## config.mk

```make
export PLATFORM = sky130hd
export DESIGN_NAME = mips_main_fsm
export DESIGN_NICKNAME = d
export VERILOG_FILES = /design/src/rtl/mips_main_fsm_pkg.sv /design/src/rtl/mips_main_fsm_outdec.sv /design/src/rtl/mips_main_fsm.sv
export SDC_FILE = /design/constraint.sdc
export NUM_CORES = 1
export LEC_CHECK = 0
export CAP_MARGIN = 25
export CORE_AREA = 2 2 39 41
export DETAILED_ROUTE_END_ITERATION = 6
export DIE_AREA = 0 0 41 43
export PLACE_DENSITY = 0.77
export SETUP_SLACK_MARGIN = 0.15
export SLEW_MARGIN = 0
export SYNTH_ARGS = -nofsm -noshare
export SYNTH_HDL_FRONTEND = slang
export SYNTH_SLANG_ARGS = --single-unit
```

## constraint.sdc

```tcl
create_clock -name clk -period 2.9 [get_ports clk]
set_input_delay 0.87 -clock clk [delete_from_list [all_inputs] [get_ports clk]]
set_output_delay 0.87 -clock clk [all_outputs]
set_load 0.01 [all_outputs]
```

## src/rtl/mips_main_fsm_pkg.sv

```systemverilog
// Shared constants for the multicycle MIPS controller:
// opcodes, FSM state encodings and aluOp encodings.
package mips_main_fsm_pkg;

    localparam logic [5:0] OP_RTYPE = 6'b000000;
    localparam logic [5:0] OP_LW    = 6'b100011;
    localparam logic [5:0] OP_SW    = 6'b101011;
    localparam logic [5:0] OP_BEQ   = 6'b000100;
    localparam logic [5:0] OP_ADDI  = 6'b001000;
    localparam logic [5:0] OP_J     = 6'b000010;

    localparam logic [1:0] ALUOP_ADD   = 2'b00;
    localparam logic [1:0] ALUOP_SUB   = 2'b01;
    localparam logic [1:0] ALUOP_FUNCT = 2'b10;

    typedef enum logic [3:0] {
        FETCH   = 4'd0,
        DECODE  = 4'd1,
        MEMADR  = 4'd2,
        MEMRD   = 4'd3,
        MEMWB   = 4'd4,
        MEMWR   = 4'd5,
        RTYPEEX = 4'd6,
        RTYPEWB = 4'd7,
        BEQEX   = 4'd8,
        ADDIEX  = 4'd9,
        ADDIWB  = 4'd10,
        JEX     = 4'd11,
        HALT    = 4'd12
    } state_t;

    function automatic logic op_known(input logic [5:0] o);
        return (o == OP_RTYPE) || (o == OP_LW) || (o == OP_SW) ||
               (o == OP_BEQ) || (o == OP_ADDI) || (o == OP_J);
    endfunction

endpackage

```

## src/rtl/mips_main_fsm_outdec.sv

```systemverilog
// Combinational state -> control-word table for the main FSM.
// Unlisted and unused state codes drive every control to 0.
module mips_fsm_outdec
    import mips_main_fsm_pkg::*;
(
    input  logic [3:0] state,
    output logic [1:0] aluOp,
    output logic       aluSrcA,
    output logic [1:0] aluSrcB,
    output logic [1:0] pcSrc,
    output logic       iorD,
    output logic       irWrite,
    output logic       memWrite,
    output logic       regWrite,
    output logic       regDst,
    output logic       memtoReg,
    output logic       pcWrite,
    output logic       branch
);

    // Moore decode of the control word from the current state
    always_comb begin
        aluOp    = ALUOP_ADD;
        aluSrcA  = 1'b0;
        aluSrcB  = 2'b00;
        pcSrc    = 2'b00;
        iorD     = 1'b0;
        irWrite  = 1'b0;
        memWrite = 1'b0;
        regWrite = 1'b0;
        regDst   = 1'b0;
        memtoReg = 1'b0;
        pcWrite  = 1'b0;
        branch   = 1'b0;
        case (state)
            FETCH: begin
                aluSrcB = 2'b01;
                irWrite = 1'b1;
                pcWrite = 1'b1;
            end
            DECODE: aluSrcB = 2'b11;
            MEMADR, ADDIEX: begin
                aluSrcA = 1'b1;
                aluSrcB = 2'b10;
            end
            MEMRD: iorD = 1'b1;
            MEMWB: begin
                memtoReg = 1'b1;
                regWrite = 1'b1;
            end
            MEMWR: begin
                iorD     = 1'b1;
                memWrite = 1'b1;
            end
            RTYPEEX: begin
                aluSrcA = 1'b1;
                aluOp   = ALUOP_FUNCT;
            end
            RTYPEWB: begin
                regDst   = 1'b1;
                regWrite = 1'b1;
            end
            BEQEX: begin
                aluSrcA = 1'b1;
                aluOp   = ALUOP_SUB;
                pcSrc   = 2'b01;
                branch  = 1'b1;
            end
            ADDIWB: regWrite = 1'b1;
            JEX: begin
                pcSrc   = 2'b10;
                pcWrite = 1'b1;
            end
            default: ;
        endcase
    end

endmodule

```

## src/rtl/mips_main_fsm.sv

```systemverilog
// Multicycle MIPS main controller: state register, next-state
// logic, branch-qualified PC enable and illegal-opcode detect.
module mips_main_fsm
    import mips_main_fsm_pkg::*;
#(
    parameter bit ILLEGAL_TRAP = 1'b0
) (
    input  logic       clk,
    input  logic       reset,
    input  logic [5:0] op,
    input  logic       zero,
    output logic [1:0] aluOp,
    output logic       aluSrcA,
    output logic [1:0] aluSrcB,
    output logic [1:0] pcSrc,
    output logic       iorD,
    output logic       irWrite,
    output logic       memWrite,
    output logic       regWrite,
    output logic       regDst,
    output logic       memtoReg,
    output logic       pcEn,
    output logic       illegalOp,
    output logic [3:0] state
);

    state_t cur;
    state_t nxt;
    logic   ir_wr;
    logic   mem_wr;
    logic   reg_wr;
    logic   pc_wr;
    logic   br;

    // State register, asynchronously forced to FETCH
    always_ff @(posedge clk or posedge reset) begin
        if (reset) cur <= FETCH;
        else       cur <= nxt;
    end

    // Next-state selection from current state and opcode
    always_comb begin
        nxt = FETCH;
        case (cur)
            FETCH: nxt = DECODE;
            DECODE: begin
                case (op)
                    OP_LW, OP_SW: nxt = MEMADR;
                    OP_RTYPE:     nxt = RTYPEEX;
                    OP_BEQ:       nxt = BEQEX;
                    OP_ADDI:      nxt = ADDIEX;
                    OP_J:         nxt = JEX;
                    default:      nxt = ILLEGAL_TRAP ? HALT : FETCH;
                endcase
            end
            MEMADR: begin
                if (op == OP_SW)      nxt = MEMWR;
                else if (op == OP_LW) nxt = MEMRD;
                else                  nxt = FETCH;
            end
            MEMRD:   nxt = MEMWB;
            RTYPEEX: nxt = RTYPEWB;
            ADDIEX:  nxt = ADDIWB;
            HALT:    nxt = HALT;
            default: nxt = FETCH;
        endcase
    end

    mips_fsm_outdec u_outdec (
        .state    (cur),
        .aluOp    (aluOp),
        .aluSrcA  (aluSrcA),
        .aluSrcB  (aluSrcB),
        .pcSrc    (pcSrc),
        .iorD     (iorD),
        .irWrite  (ir_wr),
        .memWrite (mem_wr),
        .regWrite (reg_wr),
        .regDst   (regDst),
        .memtoReg (memtoReg),
        .pcWrite  (pc_wr),
        .branch   (br)
    );

    // Enables are suppressed while reset is held so no write
    // can slip through before the state register settles.
    assign irWrite   = ir_wr & ~reset;
    assign memWrite  = mem_wr & ~reset;
    assign regWrite  = reg_wr & ~reset;
    assign pcEn      = (pc_wr | (br & zero)) & ~reset;
    assign illegalOp = (cur == DECODE) & ~op_known(op) & ~reset;
    assign state     = cur;

endmodule

```

==> summary.md, run 1 <==
| Metric | Value |
|---|---|
| Max FFs per register | `4` |
| Worst Setup Start Kind | `primary input` |
| Core Rows | `14` |
| Final net count | `126` |
| Design area | `a little over 900 sq um` |
| Core ar. | `1384 sq um` |
| Die footprint | `1763 sq um` |
| Crit-path max FO | `2` |
| Residual DRC | `0` |
| Clock share of power | `0.151` |
| Worst Setup SP | `op[5]` |
| RSZ-0062 raised after global routing | `true` |
| Fin. max-slew vios | `0` |
| Yosys top cell by area | `dfrtp_1` |
| Number of global-route vias before repair | `588` |
| Warning count from the yosys run | `0` |
| PD cells | `532.8 nW/um^2` |
| CTS Sinks | `4` |
| Routed WL per cell | `13.08 um` |
| FF-to-FF Start | `state[1]$_DFF_PP0_` |
| Antenna violations before repair | `0` |
| Worst setup EP type | `output port` |
| Post-synthesis sequential area ratio | `0.2083` |
| Share of cells above drive strength 1 | `0.3130` |
| Switch Pwr | `around 210 uW` |
| Starting Density | `0.3472` |
| Synth cell types | `27` |
| Clock transition at path regs | `50 ps` |
| CTS root buf | `clkbuf_4` |
| Post-layout total power | `486.0 uW` |
| Synth top area share | `0.2083` |
| Max clock buf depth | `2` |
| Power share of the combinational group | `0.631` |
| Synth Register Bits | `4` |
| Peak Freq | `between 0.3 and 0.4 GHz` |
| Crit path required time | `2030 ps` |
| Status | `complete, no violations` |
| Diode count | `0` |
| HP Class | `register to register` |
| Critical Path Max Stage Delay | `550 ps` |
| Slew Limit Headroom | `0.7848` |
| Switching share of power | `0.4279` |
| Port bufs | `27` |
| Static leakage | `0.0003916 uW` |
| Syn Inst Count | `72` |
| First-pass GRT wire length | `2442 um` |
| CTS Buf Count | `3` |
| DR top layer | `met4` |
| Largest cells by area after synthesis | `dfrtp_1 21%, nor2_1 10%, nor3_1 7.3%, nand2b_1 6.5%, xnor2_1 5.5%` |
| GRT Util Overall | `0.1974` |
| Cell Area, Synth | `480.5 sq um` |
| Worst path arrival time | `1920 ps` |
| Syn nets | `81` |
| Worst path cell trace | `buf_6 > or4_4 > nor3_4 > nor4b_2 > buf_2` |
| Peak VDD IR | `~0.4 mV` |
| Post-CTS Hold Buffers | `0` |
| Setup Skew | `13.74 ps` |
| Top Ports | `28` |
| Chip height | `43 um` |
| Crit path time final | `around 2800 ps` |
| Wirelength, routed | `1714 um` |
| Post-DR vias/cell | `5.534` |
| WL met1 | `680 um` |
| Synth Area in Compound Gates | `0.2057` |
| Average cell area after synthesis | `roughly 6.7 sq um` |
| Cell internal pwr | `278.0 uW` |
| Pin count of the biggest net entering global routing | `17` |
| Die width | `41 um` |
| Seq pwr share | `0.218` |
| ANT nets after route | `0` |
| Area grow syn2layout | `89.84%` |
| Skew-Pair Late Insertion Delay | `~250 ps` |
| Worst hold slack | `around 630 ps` |
| DR iter-0 viols | `28` |
| # H-tree levels | `1` |
| Hold Fails Final Rpt | `0` |
| Worst setup path class | `primary input to output port` |
| CTS tree | `built` |
| Routed met3 length | `107 um` |
| Total number of vias | `roughly 730` |
| Drt first pass iters | `4` |
| Simple-gate share of the synthesized area | `0.4271` |
| GRT overflow | `0` |
| Xor/xnor share of the synthesized area | `0.07292` |
| Routed wl met2 | `about 900 um` |
| Post-placement cell area | `838.3 sq um` |
| Setup violations, final | `0` |
| GP Congestion | `0.8196` |
| Final cycle utilization of the critical path | `0.9622` |
| Synth Area in Adders | `0` |
| Worst Max-Slew Pin Slew | `320.4 ps` |
| HP Start | `state[2]$_DFF_PP0_` |
| Slowest cell on the critical path | `or4_4` |
| Largest family of logic cells by synthesized area | `simple AND/OR/NAND/NOR gates` |
| HPWL after DPL | `1094 um` |
| Mux contribution to synthesized area | `0` |
| Final core utilization | `0.6591` |
| Max Cap Viol | `0` |
## per-stage QoR
| stage | setup WS, ps | setup TNS [ps] | instances |
|---|---|---|---|
| after floorplan | 238.0 | 0 | 72 |
| final | 109.7 | 0 | 131 |
| after CTS | 57.11 | 0 | 126 |
| after global placement | -601.0 | -1173 | 122 |
| after detailed placement | -661.8 | -1217 | 122 |
| after global routing | 77.36 | 0 | 131 |
## cell type report
type	instances	area, sq um
tap	16	20.02
timing repair buffer	46	396.6
fill	125	471.7
multi-input combinational	59	359.1
clock buffer	3	22.52
sequential	4	102.6
inverter	3	11.26
## placed cells by master, fill, tap and decap left out, types with 4 or more instances in the layout
cell	count
buf_4	18
clkdlybuf4s50_1	15
nor2_1	13
nor3_1	6
nand2b_1	5
dlygate4sd2_1	5
o21ai_0	4
a21oi_1	4
nand3_1	4
## per-layer routing
metal	vias to the layer above	GRT usage
li1	346	-
met1	338	0.2565
met2	37	0.3094
met3	4	0.03141
met4	0	0.08000
met5	-	0
## synthesized netlist by cell type, drive strengths merged
master	n
inv	3
buf	4
nand4	2
a31oi	1
clkbuf	2
nor2b	1
xor2	1
nor2	13
a21oi	4
nand2b	5
o31ai	3
xnor2	3
o311a	1
and3	1
dfrtp	4
or4	1
nand3b	1
a211oi	1
nor4b	1
nor3	7
nor4	1
nand3	4
o211ai	1
nand2	3
o21ai	4
## path summary, 6_finish.rpt
kind,end,slack [ps],cells after the start
worst min-delay path,state[1]$_DFF_PP0_,630,3
worst max-delay path,illegalOp,110,5
min in group asynchronous,state[3]$_DFF_PP0_,780,3
max in group asynchronous,state[0]$_DFF_PP0_,1980,3
worst max register to register,state[1]$_DFF_PP0_,1580,5
worst min register to register,state[1]$_DFF_PP0_,630,3
## timing repair
item / CTS / global route
resized for setup: 30 / 9
setup endpoints to repair: 7 / 4
buffers inserted: 1 / 5
hold endpoints to repair: 0 / 0
pin swaps: 4 / 4
## logic make-up after synthesis
| kind of cell | count (synthesis) |
|---|---|
| simple gates | 40 |
| xor+xnor | 4 |
| flops | 4 |
| buf+inv | 9 |
| compound gates | 15 |
## critical path, delay by kind of cell
family,cells,cell delay [ps]
and+or+nand+nor,3,810
buffers and inverters,2,240
## power groups by stage
stage	logic, uW	clock network (uW)	registers, uW
after global routing	332	78.1	108
after floorplan	163	0	86.9
after global placement	285	0	106
final	307	73.6	106
after CTS	278	69.8	105
after detailed placement	288	0	107
(Power assumes the default switching activity.)
==> inputs of run 2 (changes only) <==
CORE_AREA = default   (was 2 2 39 41)
CORE_MARGIN = 2   (was default)
CORE_UTILIZATION = 40   (was default)
DIE_AREA = default   (was 0 0 41 43)
PLACE_DENSITY = 0.82   (was 0.77)
SYNTH_HIERARCHICAL = 1   (was default)
TNS_END_PERCENT = 100   (was default)
==> summary.md, run 2 <==
| Metric | Value |
|---|---|
| Worst flop-to-flop path endpoint | `state[3]$_DFF_PP0_` |
| WHS Endpoint | `state[3]$_DFF_PP0_` |
| Core ar. | `1156 sq um (-16%)` |
| Main flop type after synthesis | `dfrtp_1` |
| Final Instance Count excl. Fillers | `133 (+1.5%)` |
| Chip height | `40.07 um (-6.8%)` |
| Worst setup path class | `primary input to output port` |
| Antenna violations before repair | `0 (unchanged)` |
| Slew Limit Headroom | `0.7791 (-0.005691)` |
| R2R depth | `4 (-1)` |
| Core Rows | `12 (-2)` |
| PD cells | `565.2 nW/um^2 (+6.1%)` |
| Peak VDD IR | `0.4110 mV (+4.9%)` |
| HP Start | `state[1]$_DFF_PP0_` |
| Largest delay share family, worst path | `simple AND/OR/NAND/NOR gates` |
| Post-synthesis sequential area ratio | `0.1923 (-0.01603)` |
| Average cell area after synthesis | `7.130 sq um (+6.8%)` |
| EDFF count, synth | `0 (unchanged)` |
| Residual DRC | `0 (unchanged)` |
| Crit-path max FO | `2 (unchanged)` |
| Synth cell types | `33 (+22%)` |
| Port bufs | `27 (unchanged)` |
| Multi-input gate area | `411.6 sq um (+15%)` |
| Critical Path Max Stage Delay | `530 ps (-20 ps)` |
| Reg-to-reg setup timing slack | `1500 ps (-80 ps)` |
| CTS tree | `built` |
| WL met1 | `713 um (+4.9%)` |
| Number of global-route vias before repair | `633 (+7.7%)` |
| Share of cells above drive strength 1 | `0.3529 (+0.03990)` |
| Total number of vias | `750 (+3.4%)` |
| Post-route setup TNS | `0 ps (unchanged)` |
| Most frequent cells in the layout | `21 x buf_4, 16 x clkdlybuf4s50_1, 8 x nor2_1, 6 x a21oi_1, 5 x inv_1` |
| GP Congestion | `0.7719 (-5.8%)` |
| HP Class | `register to register` |
| Synth top area share | `0.1923 (-0.01603)` |
| Wirelength, routed | `1876 um (+9.5%)` |
| Post-CTS Hold Buffers | `0 (unchanged)` |
| Placed insts | `126 (+3.3%)` |
| # H-tree levels | `1 (unchanged)` |
| Peak Freq | `0.3470 GHz (-3.2%)` |
| Fill cell count | `76 (-39%)` |
| Slowest cell on the critical path | `or4_4` |
| Most common cell in the synthesized netlist | `nor2_1` |
| Max Cap Viol | `0 (unchanged)` |
| Warning count from the yosys run | `6 (+6)` |
| Routed met3 length | `161 um (+50%)` |
| HPWL after DPL | `1311 um (+20%)` |
| Final net count | `130 (+3.2%)` |
| Hold Fails Final Rpt | `0 (unchanged)` |
| DR iter-0 viols | `16 (-43%)` |
| Max clock buf depth | `2 (unchanged)` |
| GRT overflow | `0 (unchanged)` |
| ANT nets after route | `0 (unchanged)` |
| Worst Max-Slew Pin Slew | `331.4 ps (+11.00 ps)` |
| Async set-reset flop share out of synthesis | `1.000 (unchanged)` |
| Static leakage | `0.0004085 uW (+4.3%)` |
| Final cycle utilization of the critical path | `0.9939 (+0.03169)` |
| CTS root buf | `clkbuf_4` |
| Die footprint | `1606 sq um (-8.9%)` |
| Die width | `40.07 um (-2.3%)` |
| Synth Register Bits | `4 (unchanged)` |
| Register area | `102.6 sq um (unchanged)` |
| Area grow syn2layout | `88.22%` |
| Setup violations, final | `0 (unchanged)` |
| First-pass GRT wire length | `2787 um (+14%)` |
| Fin. max-slew vios | `0 (unchanged)` |
| Hold Path Stages | `2 (-1)` |
| Commonest non-fill, non-tap cell in the layout | `buf_4` |
| Crit path required time | `2030 ps (about the same)` |
| Max FFs per register | `4 (unchanged)` |
| Skew-Pair Late Insertion Delay | `240 ps (about the same)` |
| Worst path arrival time | `2010 ps (+90 ps)` |
| Drt first pass iters | `4 (unchanged)` |
| Diode count | `0 (unchanged)` |
| Clock transition at path regs | `40 ps (about the same)` |
| Routed WL per cell | `14.11 um (+7.8%)` |
| Worst path cell trace | `buf_6 > or4_4 > nor3_2 > nor2_1 > nor4bb_4 > buf_2` |
| GRT Util Overall | `0.2610 (+0.06359)` |
| Largest cells by area after synthesis | `dfrtp_1 19%, a21oi_1 5.8%, nor3_1 5.8%, buf_4 5.8%, nor2_1 5.8%` |
| CTS Sinks | `4 (unchanged)` |
| Syn nets | `82 (+1.2%)` |
| CTS Buf Count | `3 (unchanged)` |
| Crit path time final | `2882 ps (+91.89 ps)` |
| Top Ports | `28 (unchanged)` |
| RSZ-0062 raised after global routing | `true` |
| Pin count of the biggest net entering global routing | `14 (-3)` |
| Commonest cells in the netlist | `8 x nor2_1, 6 x a21oi_1, 6 x nor3_1, 5 x inv_1` |
| Post-DR vias/cell | `5.639 (+1.9%)` |
| Cell Area, Synth | `520.5 sq um (+8.3%)` |
| Status | `complete, no violations` |
| Worst setup EP type | `output port` |
| Worst path bufs/invs | `2 (unchanged)` |
| Routed wl met2 | `979 um (+9.3%)` |
| Worst Setup Start Kind | `primary input` |
| Setup Skew | `2.404 ps (-11.34 ps)` |
| Starting Density | `0.4502 (+0.1030)` |
| DR top layer | `met4` |
| FF-to-FF Start | `state[2]$_DFF_PP0_` |
| Yosys top cell by area | `dfrtp_1` |
| Syn Inst Count | `73 (+1.4%)` |
run 2: cell count changes in the layout (fill, tap and decap cells not counted), sizes merged, moves of 2 or more:
cell | previous run | this run
buf | 23 | 26
or3 | 0 | 4
clkdlybuf4s15 | 0 | 2
nor2b | 1 | 3
a21oi | 4 | 6
inv | 3 | 5
clkbuf | 6 | 4
dlygate4sd2 | 5 | 3
o21ai | 4 | 2
nor2 | 13 | 8
nand4 | 2 | 0
run 2: per-stage QoR:
step	hold slack [ps]	setup slack, ps	instance area (sq um)	utilization	total power (uW)
2_1_floorplan	611.5	306.1	520.5	-	268.9
3_3_place_gp	747.6	-592.9	900.9	0.7792	421.7
3_5_place_dp	745.9	-666.4	900.9	0.7792	432.9
4_1_cts	759.4	-62.33	938.4	0.8117	507.8
5_1_grt	721.4	-16.63	979.7	0.8474	594.4
6_report	694.9	17.79	979.7	0.8474	553.7
run 2: worst max-delay path by stage:
stage | from | to | slack (ps) | depth (start not counted)
global placement | op[0] | illegalOp | -590 | 6
floorplan | op[0] | illegalOp | 310 | 4
CTS | op[4] | illegalOp | -60 | 6
detailed placement | op[1] | illegalOp | -670 | 5
global route | op[2] | illegalOp | -20 | 6
finish | op[2] | illegalOp | 20 | 6
run 2: logic make-up (layout without fill, tap and decap cells):
family,after synthesis,in the layout,synth area share
and+or+nand+nor,37,37,0.4087
AOI/OAI and AO/OA,18,18,0.2284
buffers and inverters,10,56,0.1034
xor gates and xnor gates,4,4,0.06732
DFF,4,4,0.1923
run 2: per-layer routing:
metal / up-vias / global-route usage
li1: 353 / -
met1: 339 / 0.2953
met5: - / 0
met4: 0 / 0.07759
met3: 4 / 0.06111
met2: 54 / 0.4758
run 2: repair_timing:
item                                    CTS  global route
pin swaps                                 5             4
hold endpoints to repair                  0             0
setup buffers                             1             3
cloned                                    0             0
gates resized for setup                  31            11
endpoints found under the setup margin    5             7
run 2: area by class of cell:
type / count / share of cell area
Timing Repair Buffer: 48 / 0.4151
Multi-Input combinational cell: 59 / 0.4202
Inverter: 5 / 0.01916
Clock buffer: 3 / 0.02299
Tap cell: 14 / 0.01788
Sequential cell: 4 / 0.1047
run 2: where the power goes:
part	total [uW]	leakage [uW]	switching, uW	internal (uW)
Sequential	96.2	0.0000506	25.7	70.4
Clock	71.8	0.0000138	25.4	46.5
Combinational	386	0.000344	173	213
Total	554	0.000408	224	330
run 2: worst min-delay path, delay by kind of cell (launching register included):
family | cells | cell delay [ps]
AO/OA/AOI/OAI | 1 | 40
flip-flops | 1 | 440
buffers and inverters | 1 | 170
==> inputs of run 3 (changes only) <==
GPL_ROUTABILITY_DRIVEN = 0   (was default)
==> results of run 3 <==
Same layout as run 2: the final DEF is identical, and so are final timing and power.
==> variant, RTL diff (settings of run 3) <==
Change the parameter `ILLEGAL_TRAP` from 1'b0 to 1'b1.
--- a/src/rtl/mips_main_fsm.sv
+++ b/src/rtl/mips_main_fsm.sv
@@ -5,3 +5,3 @@
 #(
-    parameter bit ILLEGAL_TRAP = 1'b0
+    parameter bit ILLEGAL_TRAP = 1'b1
 ) (
Formal check against the unedited RTL: not equivalent (a bounded check fails within 4 cycles, from zero or initial values and one cycle with reset high).
==> variant against run 3 <==
- die area up 1.3%
- total power up 29%
- synthesized cell count shrank 1.4%
- worst setup slack improved by 0.17 ns
- first-iteration DRC count is 63% higher
- combinational power rose by 34%
- cell area shrank 6.3%
- sequential power is 32% higher
- core utilization fell by 12 points
- fmax is 6.2% higher
- area after synthesis is 1.4% higher
- sequential share of layout area increased by 0.56 points
- wire length shrank 13%
- sequential cell count unchanged
==> variant: results (changes against run 3) <==
* DR vias/cell at 5.72 (+1.4%)
* Register area share after synthesis at 0.190 (-0.00273)
* Initial antenna violation count at 0 (unchanged)
* Hold Crit Depth at 2 (unchanged)
* Net count after synthesis at 81 (-1.2%)
* Total power at 0.715 mW (+29%)
* CP peak stage delay at 0.30 ns (-0.23 ns)
* Worst relative slew slack at 0.788 (+0.00914)
* Fin cells at 125 (-6.0%)
* Mean post-synth cell area at 7.33 µm² (+2.9%)
* DR DRC count at 0 (unchanged)
* Crit path from: op[3]
* CP max stage cell: maj3_2
* Hold_sp: state[0]$_DFF_PP0_
* Drt total wl at 1.64 mm (-13%)
* Num CTS Buffers at 3 (unchanged)
* Placed Area at 886 µm² (-1.7%)
* Startpoint types: input port
* Ranking of synthesized cells by area: dfrtp_1 19%, nand2b_1 5.9%, nor2_1 5.7%
* ANT cells at 0 (unchanged)
* Place WS at -0.555 ns (+0.111 ns)
* Skew-Pair Late Insertion Delay at 0.23 ns
* Outcome: completed
* Placed cells at 121 (-4.0%)
* First-pass GRT wire length at 2.50 mm (-10%)
* Seq power at 0.127 mW (+32%)
* Reg2reg path depth at 4 (unchanged)
* Clk_skew at 0.00234 ns (-0.0000684 ns)
* CP Max Fanout at 2 (unchanged)
* Layout cells sized above 1 at 0.255 (-0.0984)
* Initial drt markers at 26 (+10)
* I/O Buffers at 27 (unchanged)
* Clk power at 0.0691 mW (-3.8%)
* Longest Clk Path Bufs at 2 (unchanged)
* HP Class: flop to flop
* Switching pwr at 0.306 mW (+37%)
* Worst IR Drop VDD at 0.602 mV (+47%)
* Reg area at 101 µm² (-1.2%)
* DP HPWL at 1.20 mm (-8.4%)
* Pin count of the biggest net entering global routing at 16 (+2)
* LEAKAGE at 0.400 nW (-2.1%)
* Asr flop ratio synth at 1.00 (unchanged)
* Synth top cells by count: 8 x nor2_1, 5 x a21oi_1, 5 x nand2b_1, 5 x nor3_1, 4 x dfrtp_1
* R2r startpoint: state[2]$_DFF_PP0_
* Vias in the first global route at 566 (-11%)
* H-tree levels at 1 (unchanged)
* # fillers at 118 (+55%)
* Largest register FFs at 4 (unchanged)
* CTS Root Cell: clkbuf_4
* GRT Resource Usage Total at 0.231 (-0.0298)
==> variant: cell count changes after synthesis, sizes merged, moves of 2 or more <==
cell	change
inv	-2
or3	-2
clkbuf	+2
o311a	+2
nor4	+2
o211ai	-2
nor3	-2
==> variant: layout make-up <==
type | instances | area share
Inverter | 3 | 0.0123
Tap cell | 15 | 0.0204
Multi-Input combinational cell | 59 | 0.426
Timing Repair Buffer | 41 | 0.406
Sequential cell | 4 | 0.110
Clock buffer | 3 | 0.0245
==> variant: what timing repair did <==
item	CTS	global route
setup endpoints to repair	8	3
gates resized for setup	32	3
pin swaps	5	2
buffers inserted	1	0
==> variant: final timing paths <==
check,end,slack [ns]
setup reg to reg,state[2]$_DFF_PP0_,1.60
hold reg to reg,state[1]$_DFF_PP0_,0.65
max in group asynchronous,state[3]$_DFF_PP0_,1.89
setup / recovery,illegalOp,0.19
hold / removal,state[1]$_DFF_PP0_,0.65
min in group asynchronous,state[2]$_DFF_PP0_,0.85
==> variant: layer usage <==
layer | wire [µm] | share of wire | GRT usage | vias to the layer above
met1 | 675 | 0.41 | 0.272 | 324
met4 | 21 | 0.013 | 0.0750 | 0
met3 | 113 | 0.069 | 0.0167 | 4
met2 | 830 | 0.51 | 0.433 | 37
met5 | 0 | 0 | 0 | -
li1 | - | - | - | 350
==> variant: kinds of logic after synthesis <==
group | count (synthesis) | share of synthesized area
buf+inv | 9 | 0.0877
fa+ha+maj | 1 | 0.0190
simple gates | 35 | 0.372
xor+xnor | 3 | 0.0498
flops | 4 | 0.190
compound gates | 20 | 0.282
==> variant: critical path: cells and delay by family <==
kind / cells / cell delay (ns)
adders and majority gates: 1 / 0.30
AOI/OAI and AO/OA: 1 / 0.30
buffers and inverters: 2 / 0.23
and+or+nand+nor: 2 / 0.15
